[config.mk]
export PLATFORM = sky130hd
export DESIGN_NAME = stream_adder_flat
export DESIGN_NICKNAME = d
export VERILOG_FILES = /design/src/rtl/stream_adder_pkg.sv /design/src/rtl/stream_adder_if.sv /design/src/rtl/stream_adder_fifo.sv /design/src/rtl/stream_adder.sv /design/src/flat_wrapper.sv
export SDC_FILE = /design/constraint.sdc
export NUM_CORES = 1
export LEC_CHECK = 0
export ABC_CLOCK_PERIOD_IN_PS = 6800
export BUFFER_PORTS_ARGS = -buffer_cell sky130_fd_sc_hd__buf_2
export CAP_MARGIN = 30
export CORE_UTILIZATION = 35
export DETAILED_ROUTE_END_ITERATION = 10
export MAX_ROUTING_LAYER = met4
export PLACE_DENSITY = 0.53
export SLEW_MARGIN = 20
export SYNTH_ARGS = -nofsm -noshare
export SYNTH_HDL_FRONTEND = slang
export SYNTH_SLANG_ARGS = --single-unit
[constraint.sdc]
create_clock -name IN_clk -period 6.8 [get_ports IN_clk]
set_clock_uncertainty 0.15 [all_clocks]
set_input_delay 0 -clock IN_clk [delete_from_list [all_inputs] [get_ports IN_clk]]
set_output_delay 0 -clock IN_clk [all_outputs]
set_load 0.05 [all_outputs]
[src/rtl/stream_adder_pkg.sv]
// stream_adder_pkg: shared types for the multi-lane streaming adder.
//   mode_e     : beat operation, ADD (a+b) or ACC (acc+a)
//   lane_res_t : one lane's result {carry, sum} at the default lane width
//   ptr_w()    : pointer width for a FIFO of a given depth
// Optional feature macro used by the design: ADDER_SAT_EN (saturating lanes).
package stream_adder_pkg;

  typedef enum logic {
    MODE_ADD = 1'b0,
    MODE_ACC = 1'b1
  } mode_e;

  localparam int unsigned LANE_W_DEF = 8;

  typedef struct packed {
    logic                  carry;
    logic [LANE_W_DEF-1:0] sum;
  } lane_res_t;

  function automatic int unsigned ptr_w(int unsigned depth);
    return (depth > 1) ? $clog2(depth) : 1;
  endfunction

endpackage

[src/rtl/stream_adder_if.sv]
// stream_adder_if: beat-in / result-out handshake bundle of stream_adder.
//   IN_valid/OUT_ready          : input beat handshake
//   IN_a, IN_b, IN_mode, IN_clr : beat payload and accumulator clear
//   OUT_valid/IN_ready          : result handshake
//   OUT_sum, OUT_carry          : head result
// Modports: master (producer/consumer side), slave (the adder).
interface stream_adder_if
  import stream_adder_pkg::*;
#(
  parameter int unsigned WIDTH = 8,
  parameter int unsigned LANES = 2
);

  logic                   IN_valid;
  logic                   OUT_ready;
  logic [LANES*WIDTH-1:0] IN_a;
  logic [LANES*WIDTH-1:0] IN_b;
  mode_e                  IN_mode;
  logic                   IN_clr;
  logic                   OUT_valid;
  logic                   IN_ready;
  logic [LANES*WIDTH-1:0] OUT_sum;
  logic [LANES-1:0]       OUT_carry;

  modport master (
    output IN_valid, IN_a, IN_b, IN_mode, IN_clr, IN_ready,
    input  OUT_ready, OUT_valid, OUT_sum, OUT_carry
  );

  modport slave (
    input  IN_valid, IN_a, IN_b, IN_mode, IN_clr, IN_ready,
    output OUT_ready, OUT_valid, OUT_sum, OUT_carry
  );

endinterface

[src/rtl/stream_adder_fifo.sv]
// stream_adder_fifo: generic DEPTH x DW synchronous FIFO, synchronous active-low reset.
//   clk_i, rst_n_i : clock, reset (clears pointers, count and every entry)
//   push_i, data_i : write; caller guarantees no push while full
//   pop_i          : read; caller guarantees no pop while empty
//   data_o         : head entry (registered storage, no bypass)
//   full_o, empty_o: derived from the registered count only
module stream_adder_fifo
  import stream_adder_pkg::*;
#(
  parameter int unsigned DEPTH = 2,
  parameter int unsigned DW    = 18
) (
  input  logic          clk_i,
  input  logic          rst_n_i,
  input  logic          push_i,
  input  logic          pop_i,
  input  logic [DW-1:0] data_i,
  output logic [DW-1:0] data_o,
  output logic          full_o,
  output logic          empty_o
);

  localparam int unsigned PW = ptr_w(DEPTH);
  localparam logic [PW-1:0] PTR_ONE = PW'(1);
  localparam logic [PW:0]   CNT_ONE = (PW+1)'(1);
  localparam logic [PW:0]   CNT_MAX = (PW+1)'(DEPTH);

  logic [DW-1:0] mem_q [DEPTH];
  logic [PW-1:0] wr_q, wr_d;
  logic [PW-1:0] rd_q, rd_d;
  logic [PW:0]   cnt_q, cnt_d;

  // DEPTH is a power of two, so pointers wrap naturally.
  always_comb begin
    wr_d  = wr_q;
    rd_d  = rd_q;
    cnt_d = cnt_q;
    if (push_i) wr_d = wr_q + PTR_ONE;
    if (pop_i)  rd_d = rd_q + PTR_ONE;
    case ({push_i, pop_i})
      2'b10:   cnt_d = cnt_q + CNT_ONE;
      2'b01:   cnt_d = cnt_q - CNT_ONE;
      default: cnt_d = cnt_q;
    endcase
  end

  always_ff @(posedge clk_i) begin
    if (!rst_n_i) begin
      wr_q  <= '0;
      rd_q  <= '0;
      cnt_q <= '0;
      for (int k = 0; k < DEPTH; k++) mem_q[k] <= '0;
    end else begin
      wr_q  <= wr_d;
      rd_q  <= rd_d;
      cnt_q <= cnt_d;
      if (push_i) mem_q[wr_q] <= data_i;
    end
  end

  assign data_o  = mem_q[rd_q];
  assign full_o  = (cnt_q == CNT_MAX);
  assign empty_o = (cnt_q == '0);

endmodule

[src/rtl/stream_adder.sv]
// stream_adder: LANES independent WIDTH-bit adders fed by a valid/ready beat
// stream, results buffered in a DEPTH-entry output FIFO.
//   IN_clk   : sole clock, rising edge
//   IN_rst_n : synchronous reset, active-low
//   bus      : stream_adder_if.slave (beat in, result out)
// Mode ADD: sum = a + b. Mode ACC: sum = acc + a, acc updated on push.
// Optional: define ADDER_SAT_EN to clamp a carrying lane to all-ones
// (carry still reported, accumulator holds the clamped value).
module stream_adder
  import stream_adder_pkg::*;
#(
  parameter int unsigned WIDTH = 8,
  parameter int unsigned LANES = 2,
  parameter int unsigned DEPTH = 2
) (
  input  logic           IN_clk,
  input  logic           IN_rst_n,
  stream_adder_if.slave  bus
);

  localparam int unsigned DW = LANES * (WIDTH + 1);

  logic                   push, pop;
  logic                   fifo_full, fifo_empty;
  logic                   is_acc;
  logic [LANES*WIDTH-1:0] res_sum;
  logic [LANES-1:0]       res_carry;
  logic [DW-1:0]          head;

  // Ready depends on registered occupancy only; a pop frees its slot next cycle.
  assign bus.OUT_ready = ~fifo_full;
  assign bus.OUT_valid = ~fifo_empty;
  assign push          = bus.IN_valid & ~fifo_full;
  assign pop           = ~fifo_empty & bus.IN_ready;
  assign is_acc        = (bus.IN_mode == MODE_ACC);

  for (genvar i = 0; i < LANES; i++) begin : g_lane
    logic [WIDTH-1:0] acc_q;
    logic [WIDTH-1:0] a_op, b_op, res;
    logic [WIDTH:0]   full_sum;

    assign a_op = bus.IN_a[i*WIDTH +: WIDTH];
    // A clear coinciding with an ACC push makes this beat start from zero.
    assign b_op = is_acc ? (bus.IN_clr ? '0 : acc_q) : bus.IN_b[i*WIDTH +: WIDTH];
    assign full_sum = {1'b0, a_op} + {1'b0, b_op};

`ifdef ADDER_SAT_EN
    assign res = full_sum[WIDTH] ? '1 : full_sum[WIDTH-1:0];
`else
    assign res = full_sum[WIDTH-1:0];
`endif

    always_ff @(posedge IN_clk) begin
      if (!IN_rst_n) begin
        acc_q <= '0;
      end else if (push && is_acc) begin
        acc_q <= res;
      end else if (bus.IN_clr) begin
        acc_q <= '0;
      end
    end

    assign res_sum[i*WIDTH +: WIDTH] = res;
    assign res_carry[i]              = full_sum[WIDTH];
  end

  stream_adder_fifo #(
    .DEPTH (DEPTH),
    .DW    (DW)
  ) u_fifo (
    .clk_i   (IN_clk),
    .rst_n_i (IN_rst_n),
    .push_i  (push),
    .pop_i   (pop),
    .data_i  ({res_carry, res_sum}),
    .data_o  (head),
    .full_o  (fifo_full),
    .empty_o (fifo_empty)
  );

  assign {bus.OUT_carry, bus.OUT_sum} = head;

endmodule

[src/flat_wrapper.sv]
// flat-port wrapper written by rule: the top's interface ports become plain ports
module stream_adder_flat import stream_adder_pkg::*;
#(
  parameter int unsigned WIDTH = 8,
  parameter int unsigned LANES = 2,
  parameter int unsigned DEPTH = 2
)
  (IN_clk, IN_rst_n, bus_IN_valid, bus_IN_a, bus_IN_b, bus_IN_mode, bus_IN_clr, bus_IN_ready, bus_OUT_ready, bus_OUT_valid, bus_OUT_sum, bus_OUT_carry);
  stream_adder_if #(.WIDTH(WIDTH), .LANES(LANES)) bus_i ();
  input  logic IN_clk;
  input  logic IN_rst_n;
  input wire logic [$bits(bus_i.IN_valid)-1:0] bus_IN_valid;
  input wire logic [$bits(bus_i.IN_a)-1:0] bus_IN_a;
  input wire logic [$bits(bus_i.IN_b)-1:0] bus_IN_b;
  input wire logic [$bits(bus_i.IN_mode)-1:0] bus_IN_mode;
  input wire logic [$bits(bus_i.IN_clr)-1:0] bus_IN_clr;
  input wire logic [$bits(bus_i.IN_ready)-1:0] bus_IN_ready;
  output wire logic [$bits(bus_i.OUT_ready)-1:0] bus_OUT_ready;
  output wire logic [$bits(bus_i.OUT_valid)-1:0] bus_OUT_valid;
  output wire logic [$bits(bus_i.OUT_sum)-1:0] bus_OUT_sum;
  output wire logic [$bits(bus_i.OUT_carry)-1:0] bus_OUT_carry;
  assign bus_i.IN_valid = bus_IN_valid;
  assign bus_i.IN_a = bus_IN_a;
  assign bus_i.IN_b = bus_IN_b;
  assign bus_i.IN_mode = bus_IN_mode;
  assign bus_i.IN_clr = bus_IN_clr;
  assign bus_i.IN_ready = bus_IN_ready;
  assign bus_OUT_ready = bus_i.OUT_ready;
  assign bus_OUT_valid = bus_i.OUT_valid;
  assign bus_OUT_sum = bus_i.OUT_sum;
  assign bus_OUT_carry = bus_i.OUT_carry;
  stream_adder #(.WIDTH(WIDTH), .LANES(LANES), .DEPTH(DEPTH)) u_core (.IN_clk(IN_clk), .IN_rst_n(IN_rst_n), .bus(bus_i));
endmodule
* Word level (Yosys, flattened, before mapping)
Memories as Yosys holds them, arrays and structs flattened. A register that Yosys moved wholly into a read port is not among the register bits.
Index checks and enable logic that the tools add are counted.
** Word-level totals
- Register bits :: 20
- Bits in writable memories :: 36
- Input bits :: 38
- Output and inout port bits :: 20
- Word-level logic and storage cells :: 39
- Memories :: 1
** Operators by class
- $add $sub $neg :: 6
- Eq/ne operators :: 3
- Multiplexer cells :: 16
- Bitwise logic cells :: 4
- Reductions and logical operators :: 4
** Memory list
- u_core.u_fifo.mem_q :: words 2, bits a word 18, rd ports 1, clocked after memory_dff 1, wr ports 2, RTL line stream_adder_fifo.sv:28 : logic [DW-1:0] mem_q [DEPTH];
** Operators with widths (count)
- 8-bit two-way mux :: 6
- 8-bit by 8-bit adder with 9-bit output :: 2
- 18-bit two-way mux :: 1
- 18-bit OR reduction :: 1
- 1-bit two-way mux :: 8
- 2-bit equality test, second input constant :: 2
- 2-bit one-hot mux with 2 select lines :: 1
- 1-bit adder, second input constant :: 2
- 2-bit by 1-bit adder with 2-bit output, second input constant :: 1
- 1-bit AND :: 2
- 2-bit by 1-bit equality test with 1-bit output, second input constant :: 1
- 2-bit logical NOT :: 1
- 1-bit inverter :: 2
- 2-bit nonzero test :: 1
- 2-bit by 1-bit subtractor with 2-bit output, second input constant :: 1
- 1-bit logical AND :: 1

* Longest topological paths before layout
Gate-level depths: netlist of the first run.
- Word-level depth :: 8
- Gate-level depth with buffers :: 11
- Depth with buffers taken out :: 10

* By module
A second synthesis of the first run with hierarchy kept.
** Unflattened totals
- Cells, all modules :: 340
- Area total of the unflattened synthesis :: 3357.0 sq um
** By module, submodules not included
- stream_adder_fifo :: instances 1, cells an instance 139, area an instance 1736.7 sq um, sequential area each 1181.1 sq um
- stream_adder :: instances 1, cells an instance 201, area an instance 1620.3 sq um, sequential area each 320.3 sq um

* Least setup slack after synthesis of the first run
Ideal clock, no wire load.
- Kind :: flip-flop to flip-flop
- Start :: reg u_core.u_fifo.cnt_q[0]
- End :: mem u_core.u_fifo.mem_q[0][0] (enable)
- Setup time :: 0.418 ns
- Data arrival time :: 2.287 ns
- Required time :: 6.232 ns
- Setup slack :: 3.945 ns
- Stages on the path, launching flop included :: 5
- Path buffers :: 0
- Clock period less this slack :: 2.855 ns
- Cells stage by stage :: dfxtp_1 nand2b_2 and2_1 inv_1 o21ai_0
** RTL lines
- start: declaration :: RTL line stream_adder_fifo.sv:31 : logic [PW:0] cnt_q, cnt_d;
- start signal: assignment :: RTL line stream_adder_fifo.sv:56 : cnt_q <= cnt_d;
- end: declaration :: RTL line stream_adder_fifo.sv:28

==> results of run 1 <==
[cell families after synthesis]
group / synth area share (%)
AOI/OAI and AO/OA: 9.418
xor gates and xnor gates: 2.972
adders and majority gates: 8.182
buffers and inverters: 3.126
DFF: 46.31
muxes: 10.77
and+or+nand+nor: 19.22
[flip-flops by register name (all words and copies together), names as in the netlist, named ones only]
signal	cells
u_core.u_fifo.cnt_q	2
u_core.u_fifo.rd_q	1
u_core.g_lane.acc_q	16
u_core.u_fifo.mem_q	36
u_core.u_fifo.wr_q	1
[timing repair]
item / in CTS / in global routing
hold endpoints to repair: 4 / 0
buffers inserted: 0 / 0
hold buffers: 1 / 0
[through the flow]
stage	setup WS, ns	hold slack (ns)	instance area, sq um
floorplan	3.945	0.03472	3242
global placement	4.082	0.3357	3613
detailed placement	4.053	0.3366	3613
CTS	4.175	0.0008792	3832
global route	3.966	0.04915	3832
finish	4.128	0.01578	3832
[layout by cell type, fill, tap and decap left out, types with 7 or more instances in the layout]
cell type  synthesis  layout
buf_2              6      57
nor2_1            43      43
edfxtp_1          36      36
mux2_2            31      31
dfxtp_1           21      21
nand2_1           19      19
ha_1              18      18
nor2b_1           16      16
o21ai_0           14      13
inv_1             12      12
nand3_1           11      11
clkbuf_8           0       9
a21boi_0           8       8
xnor2_1            7       7
[metal layers]
metal	vias up	share of wire [%]	GRT usage [%]	routed length, microns
met5	-	0	-	0
met4	0	1.0	6.774	76
met3	7	4.4	2.792	318
met2	50	45	24.05	3247
met1	1116	50	22.29	3618
li1	1228	-	-	-
[final cells by class]
class | instances | share of cell area [%]
Inverter | 12 | 1.175
Multi-Input combinational cell | 233 | 42.77
Timing Repair Buffer | 59 | 7.901
Clock inverter | 7 | 2.220
Clock buffer | 9 | 3.232
Tap cell | 108 | 3.526
Sequential cell | 57 | 39.18
[path summary, 6_finish.rpt]
kind	endpoint	slack, ns	startpoint	cells past startpoint
min	u_core.g_lane[1].acc_q[7]	0.02	bus_IN_a[15]	4
max	u_core.u_fifo.mem_q[1][7]	4.13	u_core.g_lane[0].acc_q[1]	8
max reg2reg	u_core.u_fifo.mem_q[1][7]	4.13	u_core.g_lane[0].acc_q[1]	8
min reg2reg	u_core.u_fifo.cnt_q[1]	0.39	u_core.u_fifo.cnt_q[1]	2
[power by group through the flow]
stage	Combinational [mW]	Sequential, mW	Clock (mW)
floorplan	0.389	0.451	0
global placement	0.475	0.471	0
detailed placement	0.476	0.473	0
CTS	0.478	0.466	0.347
global route	0.508	0.471	0.361
finish	0.473	0.464	0.339
[worst max-delay path, delay by kind of cell, from the launching register on]
family	cells	cell delay [ns]
flip-flops	1	0.29
AND/OR/NAND/NOR	4	0.89
multiplexers	1	0.30
AO/OA/AOI/OAI	2	0.47
adder cells (fa/ha/maj)	1	0.29
==> metrics, run 1 <==
status finished with violations; failing checks DRC; clock-pin slew of the registers on the worst-case setup and hold paths 0.06 ns; final net count 430; Final min period 2.672 ns; layout cells sized above 1 28.12%; n_diodes 0; Multi-input gate area 1639 sq um; synth top area cells edfxtp_1 33%, dfxtp_1 13%, mux2_2 11%, ha_1 6.9%, nor2_1 5.0%; setup TNS 0 ns; Die Span X 98.24 microns; Comb power frac 37.1%; initial core utilization 36.64%; Max VDD drop 165.3 uV; Worst Path Max Fanout 3; CTS tree yes; Slew @ Worst Pin 0.8018 ns; overall power 1.277 mW; top-count cell post-synth nor2_1; via count 2401; critical path arrival 2.57 ns; share of power burned in registers 36.4%; Synth top area share 33.35%; Area Growth Syn to Fin 18.22%; Mapped Cells 315; internal power 791.2 uW; TritonRoute pass-1 iters 7; clk buf depth 2; CP Launch Type flip-flop; EDFF count, synth 36; Clock power frac 26.5%; Synth Flop Type edfxtp_1; vias in the first global route 2319; DR WL/cell 14.97 microns; fin cells 485; Root Driver clkbuf_8; Vias/cell 4.951; setup violators final 0; leakage power 1.622 nW; register area share after synthesis 46.31%; Post-CTS Resized 0; Die ar. 9651 sq um; Req. time, crit path 6.70 ns; worst rel slew slack 46.47%; first-pass GRT wire length 11.73 mm; post-synthesis sequential element count 57; # rows 34; Inst Count DP 468; total CTS buffers 9; Hold/Removal Path Class in2reg; remaining antenna violation count 0; final worst-path cycle share 39.29%; Max H-tree Level 3; synthesized cell area 3242 sq um; nature of the critical path endpoint flip-flop; fill count 885; Final Hold Fails 0; max_cap viols 0; sequential cell area 1501 sq um; Yosys top cell by area edfxtp_1; Final Util 43.31%; total I/O pin count 58; Switching Power 485.4 uW; GP Congestion 0.7819; PortBufs 57; clock sinks 57; synthesized net count 373; worst setup path class reg2reg; crit-path cells nor2b_1 > mux2_2 > ha_1 > a211oi_1 > o21ai_0 > and4b_1 > nor3_1 > nor2_1; initial antenna violation count 0; Sw Share 38.02%; slowest stage delay, CP 0.45 ns; GRT overflow 0; syn_area_per_cell 10.29 sq um; largest net degree at the start of global routing 29; commonest cells in the synthesized netlist 43 x nor2_1, 36 x edfxtp_1, 31 x mux2_2; Yosys warning total 0; crit path max-delay cell type nor3_1; Yosys cell types 44; fin. max-slew vios 0; Pwr Density 333.1 nW/um^2; RSZ-0062 raised after global routing no; area of the core 8848 sq um; Synth async-reset ratio 0%; die height 98.24 microns; Worst-Skew Late Latency 0.33 ns; drt total wl 7.260 mm; dpl hpwl 5.158 mm; initial drt markers 102; DRC 4; fmax 0.3743 GHz; total track usage 16.37%
Power figures use the tool's default switching activity.
==> inputs of run 2 (changes only) <==
ABC_CLOCK_PERIOD_IN_PS = 2400   (was 6800)
PLACE_DENSITY = 0.55   (was 0.53)
clock period = 2.4 ns   (was 6.8 ns; I/O delays follow)
==> metrics, run 2 (synthesis gave the netlist of run 1 again) <==
Worst-Skew Late Latency 0.34 ns (about the same); total CTS buffers 9 (unchanged); failing checks setup timing; drt total wl 7.638 mm (+5.2%); Hold/Removal Path Class in2reg; Finished Cell Area 4282 sq um (+12%); Top Registers u_core.u_fifo.mem_q x36, u_core.g_lane.acc_q x16, u_core.u_fifo.cnt_q x2; via count 2582 (+7.5%); remaining antenna violation count 0 (unchanged); critical path arrival 2.39 ns (-0.18 ns); clock sinks 57 (unchanged); # rows 34 (unchanged); area of the core 8848 sq um (unchanged); TritonRoute pass-1 iters 6 (-1); crit-path cells nor2b_4 > mux2_4 > ha_4 > inv_2 > fa_2 > nor2b_2 > o31a_1 > or4_4 > o311ai_2 > nor2_1; Die Span X 98.24 microns (unchanged); final net count 466 (+8.4%); largest net degree at the start of global routing 21 (-28%); initial drt markers 95 (-6.9%); flip-flop count of the largest register after layout 36 (unchanged); die height 98.24 microns (unchanged); Final min period 2.468 ns (-0.2037 ns); DRC 0 (-4); fmax 0.4052 GHz (+8.3%); initial antenna violation count 0 (unchanged); worst rel slew slack 73.14% (+27 points); DP Area 3786 sq um (+4.8%); initial core utilization 36.64% (unchanged); most common cell after layout, fill and taps aside buf_2; n_diodes 0 (unchanged); Worst Path Max Fanout 3 (unchanged); dpl hpwl 5.428 mm (+5.2%); Die ar. 9651 sq um (unchanged); overall power 3.684 mW (+190%); Slew @ Worst Pin 0.4016 ns (-0.4002 ns); largest register by flop count u_core.u_fifo.mem_q; Final Hold Fails 0 (unchanged); status finished with violations; first-pass GRT wire length 12.30 mm (+4.8%); final worst-path cycle share 102.8% (+64 points); fill count 854 (-3.5%); setup ws final -0.06804 ns (-4.196 ns); DR WL/cell 14.66 microns (-2.1%); Req. time, crit path 2.33 ns (-4.37 ns); CTS tree yes; Final Util 48.39% (+5.1 points); Worst Path Buf+Inv 1 (+1); GRT overflow 0 (unchanged); nature of the critical path endpoint flip-flop; max_cap viols 0 (unchanged); Max H-tree Level 3 (unchanged); kind of cell adding the most delay to the critical path simple AND/OR/NAND/NOR gates; RSZ-0062 raised after global routing yes; Area Growth Syn to Fin 32.07%; crit path max-delay cell type or4_4; setup TNS -0.1873 ns (-0.1873 ns); total I/O pin count 58 (unchanged); clk buf depth 2 (unchanged); Root Driver clkbuf_8; CP Launch Type flip-flop; total track usage 17.31% (+0.94 points); Place WS -0.1540 ns (-4.207 ns); leakage power 1.818 nW (+12%); worst setup path class reg2reg; Pwr Density 860.4 nW/um^2 (+160%); commonest non-fill, non-tap cells in the layout 57 x buf_2, 43 x nor2_1, 36 x edfxtp_1; Max VDD drop 506.7 uV (+210%); vias in the first global route 2472 (+6.6%); slowest stage delay, CP 0.43 ns (-0.02 ns); fin. max-slew vios 0 (unchanged); Vias/cell 4.956 (+0.11%); setup violators final 4 (+4); layout cells sized above 1 39.23% (+11 points); clock-pin slew of the registers on the worst-case setup and hold paths 0.07 ns (about the same); GP Congestion 0.8672 (+11%); PortBufs 57 (unchanged)
==> run 2: changes by cell type in the layout (fill, tap and decap cells not counted), sizes merged <==
cell	change
buf	+29
clkinvlp	+2
bufinv	-1
dlygate4sd3	+7
inv	+1
clkinv	-3
clkbuf	+1
==> run 2: metrics by stage <==
step,hold slack [ns],std cells
after floorplan,0.03472,315
after global placement,0.2086,491
after detailed placement,0.2104,491
after CTS,0.007121,516
after global routing,0.03328,521
final,0.0006907,521
==> run 2: routing by layer <==
layer | vias up | global-route usage [%] | wire length, microns
li1 | 1305 | - | -
met1 | 1211 | 22.20 | 3666
met2 | 56 | 26.76 | 3549
met3 | 10 | 3.937 | 295
met4 | 0 | 6.315 | 126
met5 | - | - | 0
==> run 2: final timing paths <==
kind	start	slack, ns	cells past startpoint	endpoint
max	u_core.g_lane[1].acc_q[0]	-0.07	10	u_core.u_fifo.mem_q[1][14]
min	bus_IN_a[0]	0.0007	4	u_core.g_lane[0].acc_q[0]
max reg2reg	u_core.g_lane[1].acc_q[0]	-0.07	10	u_core.u_fifo.mem_q[1][14]
min reg2reg	u_core.u_fifo.cnt_q[1]	0.37	2	u_core.u_fifo.cnt_q[1]
==> run 2: where the power goes <==
group,internal (mW),switching (mW),total (mW)
registers,1.22,0.0505,1.27
clock network,0.483,0.407,0.890
logic,0.549,0.978,1.53
==> run 2: repair_timing <==
action                                  4_1_cts  5_1_grt
resized for setup                            12       23
setup buffers                                 1        5
pin swaps                                     4        9
hold buffers                                  8        0
hold endpoints to repair                      9        0
endpoints found under the setup margin       13       18
==> run 2: cell type report <==
| class | instances | area [sq um] | share of cell area, % |
|---|---|---|---|
| clock inverter | 6 | 67.56 | 1.578 |
| sequential | 57 | 1503 | 35.10 |
| inverter | 12 | 45.04 | 1.052 |
| clock buffer | 10 | 127.6 | 2.981 |
| multi-input combinational | 233 | 1813 | 42.34 |
| tap | 108 | 135.1 | 3.156 |
| timing repair buffer | 95 | 590.6 | 13.79 |
==> run 2: worst min-delay path, stage by stage <==
cell and delay [ns]:
buf_2 0.11, ha_4 0.21, nand2_1 0.05, a21boi_0 0.07
